<file path="config.mk">
export PLATFORM = sky130hd
export DESIGN_NAME = ann_batch_sequencer
export DESIGN_NICKNAME = d
export VERILOG_FILES = /design/src/rtl/ann_batch_sequencer.sv
export SDC_FILE = /design/constraint.sdc
export NUM_CORES = 1
export LEC_CHECK = 0
export BUFFER_PORTS_ARGS = -buffer_cell sky130_fd_sc_hd__clkbuf_2
export CAP_MARGIN = 10
export CORE_MARGIN = 2
export CORE_UTILIZATION = 45
export DETAILED_ROUTE_END_ITERATION = 10
export PLACE_DENSITY = 0.79
export SLEW_MARGIN = 5
export SYNTH_ARGS = -nofsm -noshare
export SYNTH_HDL_FRONTEND = slang
export SYNTH_SLANG_ARGS = --single-unit
</file>
<file path="constraint.sdc">
create_clock -name clk -period 1.9 [get_ports clk]
set_input_delay 0.285 -clock clk [delete_from_list [all_inputs] [get_ports clk]]
set_output_delay 0.285 -clock clk [all_outputs]
set_load 0.1 [all_outputs]
</file>
<file path="src/rtl/ann_batch_sequencer.sv">
// Batch initiator for the top_ann detection interface: walks an image address range,
// starts the ANN per image, decodes its seven-segment answer and tallies accuracy.
`timescale 1ns/1ps

module ann_batch_sequencer #(
  parameter int unsigned TIMEOUT_CYCLES = 65535
) (
  input  logic        clk,
  input  logic        n_reset,
  input  logic        run,
  input  logic [9:0]  first_address,
  input  logic [10:0] num_images,
  input  logic [3:0]  expected_label,
  input  logic [7:0]  seven_seg,
  input  logic        done_processing,
  output logic        start_detecting,
  output logic [9:0]  image_address,
  output logic        busy,
  output logic        batch_done,
  output logic [3:0]  last_digit,
  output logic [10:0] correct_count,
  output logic [10:0] error_count,
  output logic        timeout_flag
);

  // The counter only has to reach TIMEOUT_CYCLES-1, so clog2 of the limit suffices.
  localparam int unsigned TW = (TIMEOUT_CYCLES > 1) ? $clog2(TIMEOUT_CYCLES) : 1;
  localparam logic [TW-1:0] TMO_LAST = TW'(TIMEOUT_CYCLES - 1);

  typedef enum logic [2:0] {
    S_IDLE,
    S_ISSUE,
    S_WAIT,
    S_CAPTURE,
    S_NEXT,
    S_DONE
  } state_e;

  state_e          state_q;
  logic            done_q;
  logic [TW-1:0]   tmo_q;
  logic [10:0]     remaining_q;
  logic [3:0]      digit_q;
  logic [3:0]      label_q;
  logic            done_edge;
  logic            capture_match;

  function automatic logic [3:0] decode_digit(input logic [6:0] seg);
    logic [3:0] digit;
    // NOTE: the default arm gives every code a value, so no latch is inferred.
    case (seg)
      7'h40:   digit = 4'd0;
      7'h79:   digit = 4'd1;
      7'h24:   digit = 4'd2;
      7'h30:   digit = 4'd3;
      7'h19:   digit = 4'd4;
      7'h12:   digit = 4'd5;
      7'h02:   digit = 4'd6;
      7'h78:   digit = 4'd7;
      7'h00:   digit = 4'd8;
      7'h10:   digit = 4'd9;
      default: digit = 4'hF;
    endcase
    return digit;
  endfunction

  // A done level already high when WAIT is entered is not an edge, since done_q tracks it.
  assign done_edge     = done_processing & ~done_q;
  assign capture_match = (digit_q <= 4'd9) && (digit_q == label_q);

  // NOTE: all state and outputs are updated with non-blocking assignments in one
  // clocked block, so every output is a register and there is no evaluation-order race.
  always_ff @(posedge clk or negedge n_reset) begin
    if (!n_reset) begin
      state_q         <= S_IDLE;
      done_q          <= 1'b0;
      tmo_q           <= '0;
      remaining_q     <= '0;
      digit_q         <= '0;
      label_q         <= '0;
      start_detecting <= 1'b0;
      image_address   <= '0;
      busy            <= 1'b0;
      batch_done      <= 1'b0;
      last_digit      <= '0;
      correct_count   <= '0;
      error_count     <= '0;
      timeout_flag    <= 1'b0;
    end else begin
      done_q          <= done_processing;
      start_detecting <= 1'b0;
      batch_done      <= 1'b0;

      case (state_q)
        S_IDLE: begin
          if (run) begin
            correct_count <= '0;
            error_count   <= '0;
            timeout_flag  <= 1'b0;
            busy          <= 1'b1;
            if (num_images != 11'd0) begin
              image_address   <= first_address;
              remaining_q     <= num_images;
              start_detecting <= 1'b1;
              state_q         <= S_ISSUE;
            end else begin
              batch_done <= 1'b1;
              state_q    <= S_DONE;
            end
          end
        end

        S_ISSUE: begin
          tmo_q   <= '0;
          state_q <= S_WAIT;
        end

        S_WAIT: begin
          if (done_edge) begin
            digit_q <= decode_digit(seven_seg[6:0]);
            label_q <= expected_label;
            state_q <= S_CAPTURE;
          end else if (tmo_q == TMO_LAST) begin
            timeout_flag <= 1'b1;
            digit_q      <= 4'hE;
            state_q      <= S_CAPTURE;
          end else begin
            tmo_q <= tmo_q + 1'b1;
          end
        end

        S_CAPTURE: begin
          last_digit <= digit_q;
          if (capture_match) begin
            correct_count <= correct_count + 11'd1;
          end else begin
            error_count <= error_count + 11'd1;
          end
          remaining_q <= remaining_q - 11'd1;
          state_q     <= S_NEXT;
        end

        S_NEXT: begin
          if (remaining_q == 11'd0) begin
            batch_done <= 1'b1;
            state_q    <= S_DONE;
          end else begin
            // 10-bit address wraps from 1023 to 0 on its own.
            image_address   <= image_address + 10'd1;
            start_detecting <= 1'b1;
            state_q         <= S_ISSUE;
          end
        end

        S_DONE: begin
          busy    <= 1'b0;
          state_q <= S_IDLE;
        end

        default: begin
          busy    <= 1'b0;
          state_q <= S_IDLE;
        end
      endcase
    end
  end

endmodule

</file>
# Word-level counts from Yosys, hierarchy flattened

Cells that the tools add are included.

Bits in registers: 79
Input port bits: 37
Output and inout bits: 40
Logic and storage cells: 106

$add $sub $neg: 5
Order comparisons: 1
Equal/unequal tests: 24
Multiplexer cells: 38
Bitwise logic cells: 3
Reductions and logical operators: 21

Operator list:

| operator                | number |
|---|---|
| $pmux W11 S2            | 3 |
| $mux W11                | 5 |
| $pmux W4 S10            | 1 |
| $mux W16                | 2 |
| $pmux W16 S2            | 1 |
| $mux W10                | 3 |
| $add A11 B1 Y11 const B | 2 |
| $eq A7 B5 Y1 const B    | 3 |
| $eq A7 B7 Y1 const B    | 3 |
| $pmux W10 S2            | 1 |
| $add A16 B1 Y16 const B | 1 |
| $eq A16 B16 Y1 const B  | 1 |
| $ne A2 B2 Y1 const B    | 8 |
| $mux W3                 | 5 |
| $pmux W3 S5             | 1 |
| $eq A7 B6 Y1 const B    | 2 |
| $reduce_and A3 Y1       | 4 |
| $logic_not A11 Y1       | 1 |
| $reduce_bool A11 Y1     | 1 |
| $sub A11 B1 Y11 const B | 1 |
| $add A10 B1 Y10 const B | 1 |
| $mux W1                 | 10 |
| $reduce_bool A2 Y1      | 5 |
| $mux W4                 | 2 |
| other kinds (16)        | 25 |

# Longest topological paths before layout

Depth in word-level cells: 4
Depth in mapped cells: 8
Depth with buffers taken out: 8

# Worst setup path after synthesis

No wires, ideal clock.

Kind: register -> register
Start point: reg error_count[3]
End point: reg error_count[9]
Library setup time: 0.078 ns
Data arrival time: 2.103 ns
Slack: -0.281 ns
Cell stages (with the launch flop): 6
Buffers on the path: 0
Period minus slack after synthesis: 2.181 ns
Path through: dfrtp_1 and4_1 and3_1 inv_1 or4_1 a21oi_1

Word-level cells in the longest chain between the ends: 3

RTL lines:

| item                   | RTL line | RTL |
|---|---|---|
| start, declared        | 22       | `output logic [10:0] error_count,` |
| start signal, assigned | 137      | `error_count <= error_count + 11'd1;` |
| $add A11 B1 Y11        | 137      |  |
| $mux W11               | 134      | `if (capture_match) begin` |
| $pmux W11 S2           | 94       | `case (state_q)` |

No other way between the ends. The select of a mux whose other input is x is not followed.
A chain may end at the register's enable or synchronous reset.

# Worst setup path in the final report

Start point: reg digit_q[2]
End point: reg error_count[7]

Word-level cells in the longest chain between the ends: 4
Elaborated cells on any way between the ends: 5

RTL lines:

| item                                         | RTL line | RTL |
|---|---|---|
| start, declared                              | 43       | `logic [3:0] digit_q;` |
| start signal, assigned                       | 120      | `digit_q <= decode_digit(seven_seg[6:0]);` |
| $le A4 B4 Y1 or $eq A4 B4 Y1 (tied branches) | 69       | `assign capture_match = (digit_q <= 4'd9) && (digit_q == label_q);` |
| $logic_and A1 B1 Y1 (*)                      | 69       |  |
| $ne A2 B2 Y1 (no line) (*)                   | --       |  |
| $reduce_and A3 Y1 (no line) (*)              | --       |  |

Mark *: on every way between the ends. The rest lies on a longest branch, timed or not.

==> results.py <==
metrics = {
    "outcome": {
        "status": "complete, but fails checks",
        "violations": "negative setup slack",
    },
    "timing": {
        "fmax_mhz": 515,
        "drv_slew": 0,
        "hold_viol": 0,
        "finalClockSkew_ps": 15.0,
        "finalCritPeriodShare": 1.02,
        "rsz0062_at_grt": "true",
        "slew_headroom": 0.636,
        "setup_viol": 12,
        "layout_min_cycle_time_ps": 1940,
        "fin_ws_ps": -43.2,
        "max_slew.worst_pin.slew_ps": 548,
    },
    "clock_network": {
        "root_buffer": "clkbuf_8",
        "clk_latency_ps": 360,
        "cts_buffer_depth": 2,
        "htree_num_levels": 3,
        "cts_tree": "yes",
        "cts_buffers": 9,
        "clk_pin_slew_ps": 90,
        "clock-sinks": 79,
    },
    "die": {
        "dieArea_um2": 10800,
        "start_util": 0.460,
        "design.core.area_um2": 9730,
        "rows": 36,
        "num_io_pins": 77,
        "die_w_um": 104,
        "die_h_um": 104,
    },
    "synthesis": {
        "syn_nets": 543,
        "ys_types": 65,
        "avgSynthCellArea_um2": 8.96,
        "synth-seq-cells": 79,
        "async_flop_share": 1.00,
        "synth_warnings": 0,
        "dominantRegCellSynth": "dfrtp_1",
        "synth_top_area_share": 0.442,
        "syn_inst": 499,
        "synthTopCellsByArea": "dfrtp_1 (44%), nand2_1 (5.7%), a21oi_1 (4.1%)",
        "synth_area_um2": 4470,
        "yosysSeqAreaShare": 0.442,
        "synth_largest_area_cell": "dfrtp_1",
        "synth-edff-count": 0,
    },
    "min_path": {
        "worstHoldStart": "done_processing",
        "worstHoldPathType": "in -> reg",
        "whs_endpoint": "done_q$_DFF_PN0_",
        "min_delay_path_depth": 1,
    },
    "place": {
        "hpwlAfterDp_um": 8340,
        "numPortBuffers": 75,
        "dpl_cell_area_um2": 5420,
        "place_inst": 749,
        "gp_congestion": 0.868,
    },
    "global_route": {
        "gr-usage-all-layers": 0.222,
        "grt_max_degree": 30,
        "antenna_found_initial": 0,
        "first_global_vias": 4336,
        "grt_pass1_wl_um": 19900,
        "grt.overflow.total": 0,
    },
    "cells_and_area": {
        "layout.core_utilization": 0.605,
        "drive_gt1_frac": 0.360,
        "finalInstanceArea_um2": 5890,
        "num-nets-final": 686,
        "multi_input_area_um2": 2530,
        "antenna_cells": 0,
        "area_delta_synth_final_pct": 31.7,
        "seqCellArea_um2": 2000,
        "fill_cells": 823,
        "final_cells": 780,
    },
    "worst_setup_path": {
        "startpoint_type": "register",
        "r2r_cells": 5,
        "critical_path.max_fanout": 8,
        "reg2reg_to": "error_count[7]$_DFFE_PN0P_",
        "cp.required_ps": 2190,
        "reg2reg_from": "digit_q[2]$_DFFE_PN0P_",
        "path_class": "reg -> reg",
        "endpoint_kind": "register",
        "rrSetupSlack_ps": -40,
        "arrival_ps": 2230,
    },
    "routing": {
        "first_pass_iters": 4,
        "route.final.wire_length_um": 12000,
        "viasPerCell": 5.63,
        "via_count": 4388,
        "wl_per_cell_um": 15.3,
        "postRouteAntennaNets": 0,
        "drt_iter0_drc": 203,
        "drc": 0,
    },
    "power": {
        "peakVddDrop_uv": 1010,
        "cellLeakagePower_nw": 2.67,
        "powerDensity_nw_per_um2": 1450,
    },
    "run": {
        "cap_viol_max_count": 0,
    },
}
==> per-layer routing <==
layer,GRT usage,part of all wire,vias up
li1,-,-,2121
met1,0.275,0.44,2140
met2,0.384,0.50,115
met3,0.0485,0.046,12
met4,0.0772,0.013,0
met5,0,0,-
==> cells by family (layout without fill, tap and decap cells) <==
kind of cell / count (synthesis) / count (layout) / synth area share
adders and majority gates: 7 / 7 / 0.0196
muxes: 6 / 6 / 0.0137
and+or+nand+nor: 231 / 231 / 0.272
xor gates and xnor gates: 16 / 16 / 0.0313
AOI/OAI and AO/OA: 130 / 130 / 0.190
buffers and inverters: 30 / 178 / 0.0316
DFF: 79 / 79 / 0.442
==> per-stage QoR <==
stage	power [W]	hold WS (ps)	TNS, ps	setup slack, ps
3_5_place_dp	0.00688	233	-1530	-92.2
3_3_place_gp	0.00672	232	-622	-74.2
4_1_cts	0.00829	64.1	-87.3	-28.8
5_1_grt	0.00902	74.7	-1560	-113
6_report	0.00851	79.5	-217	-43.2
2_1_floorplan	0.00563	-10.6	-82.6	-36.4
==> synthesized netlist by cell type, drive strengths merged, types with 3 or more instances <==
master	number
dfrtp	79
nand2	68
nor2	43
a21oi	37
o21ai	33
nand3	21
nor3	18
inv	12
nand4	12
clkbuf	11
and3	10
or3	10
xnor2	10
or4	9
o31ai	8
buf	7
ha	7
and2	6
or2	6
xor2	6
mux2i	5
nor4	5
o211ai	5
o21a	5
o22a	5
o22ai	5
a211oi	4
a31oi	4
and4b	4
nor3b	4
a211o	3
nor4b	3
o2bb2ai	3
==> repair_timing <==
action | CTS | global route
hold endpoints to repair | 24 | 0
pin swaps | 2 | 12
endpoints found under the setup margin | 27 | 34
hold buffers | 1 | 0
gates resized for setup | 11 | 30
buffers inserted | 7 | 7
==> worst max-delay path, cell delays in order (launching register included) <==
cell and delay (ps):
dfrtp_2 450, xnor2_1 160, and2_1 170, a311o_2 430, or4_1 530, a21oi_2 140
==> how the worst max path moves through the flow <==
stage,startpoint,end
5_1_grt,digit_q[2]$_DFFE_PN0P_,correct_count[6]$_DFFE_PN0P_
2_1_floorplan,error_count[7]$_DFFE_PN0P_,error_count[9]$_DFFE_PN0P_
6_report,digit_q[2]$_DFFE_PN0P_,error_count[7]$_DFFE_PN0P_
3_3_place_gp,num_images[0],remaining_q[0]$_DFFE_PN0P_
4_1_cts,digit_q[2]$_DFFE_PN0P_,error_count[7]$_DFFE_PN0P_
3_5_place_dp,num_images[0],image_address[9]$_DFFE_PN0P_
==> cell type report <==
type	instances	area share
tap	133	0.0283
multi-input combinational	390	0.429
timing repair buffer	150	0.163
sequential	79	0.340
inverter	12	0.00765
clock inverter	6	0.0106
clock buffer	10	0.0217
==> flip-flops by register name (all words and copies together) (netlist names) <==
register	cells
start_detecting	1
state_q	3
error_count	11
tmo_q	16
remaining_q	11
label_q	4
digit_q	4
image_address	10
batch_done	1
last_digit	4
correct_count	11
done_q	1
busy	1
timeout_flag	1
==> cells in the final DEF (no fill, tap or decap), types with 7 or more instances in the layout <==
master	n
clkbuf_2	74
buf_4	73
nand2_1	67
dfrtp_1	59
nor2_1	39
a21oi_1	32
o21ai_0	29
dfrtp_2	20
nand3_1	19
nor3_1	15
nand4_1	12
inv_1	11
xnor2_1	10
and3_1	10
or3_1	9
clkbuf_8	9
ha_1	7
==> power breakdown <==
part | internal (W) | switching [W] | leakage [nW] | total, W
Combinational | 0.00159 | 0.00302 | 1.59 | 0.00461
Sequential | 0.00215 | 0.000508 | 0.982 | 0.00266
Clock | 0.000606 | 0.000638 | 0.100 | 0.00124
Total | 0.00435 | 0.00416 | 2.67 | 0.00851
Note: power is estimated with default switching activity, not from simulation.
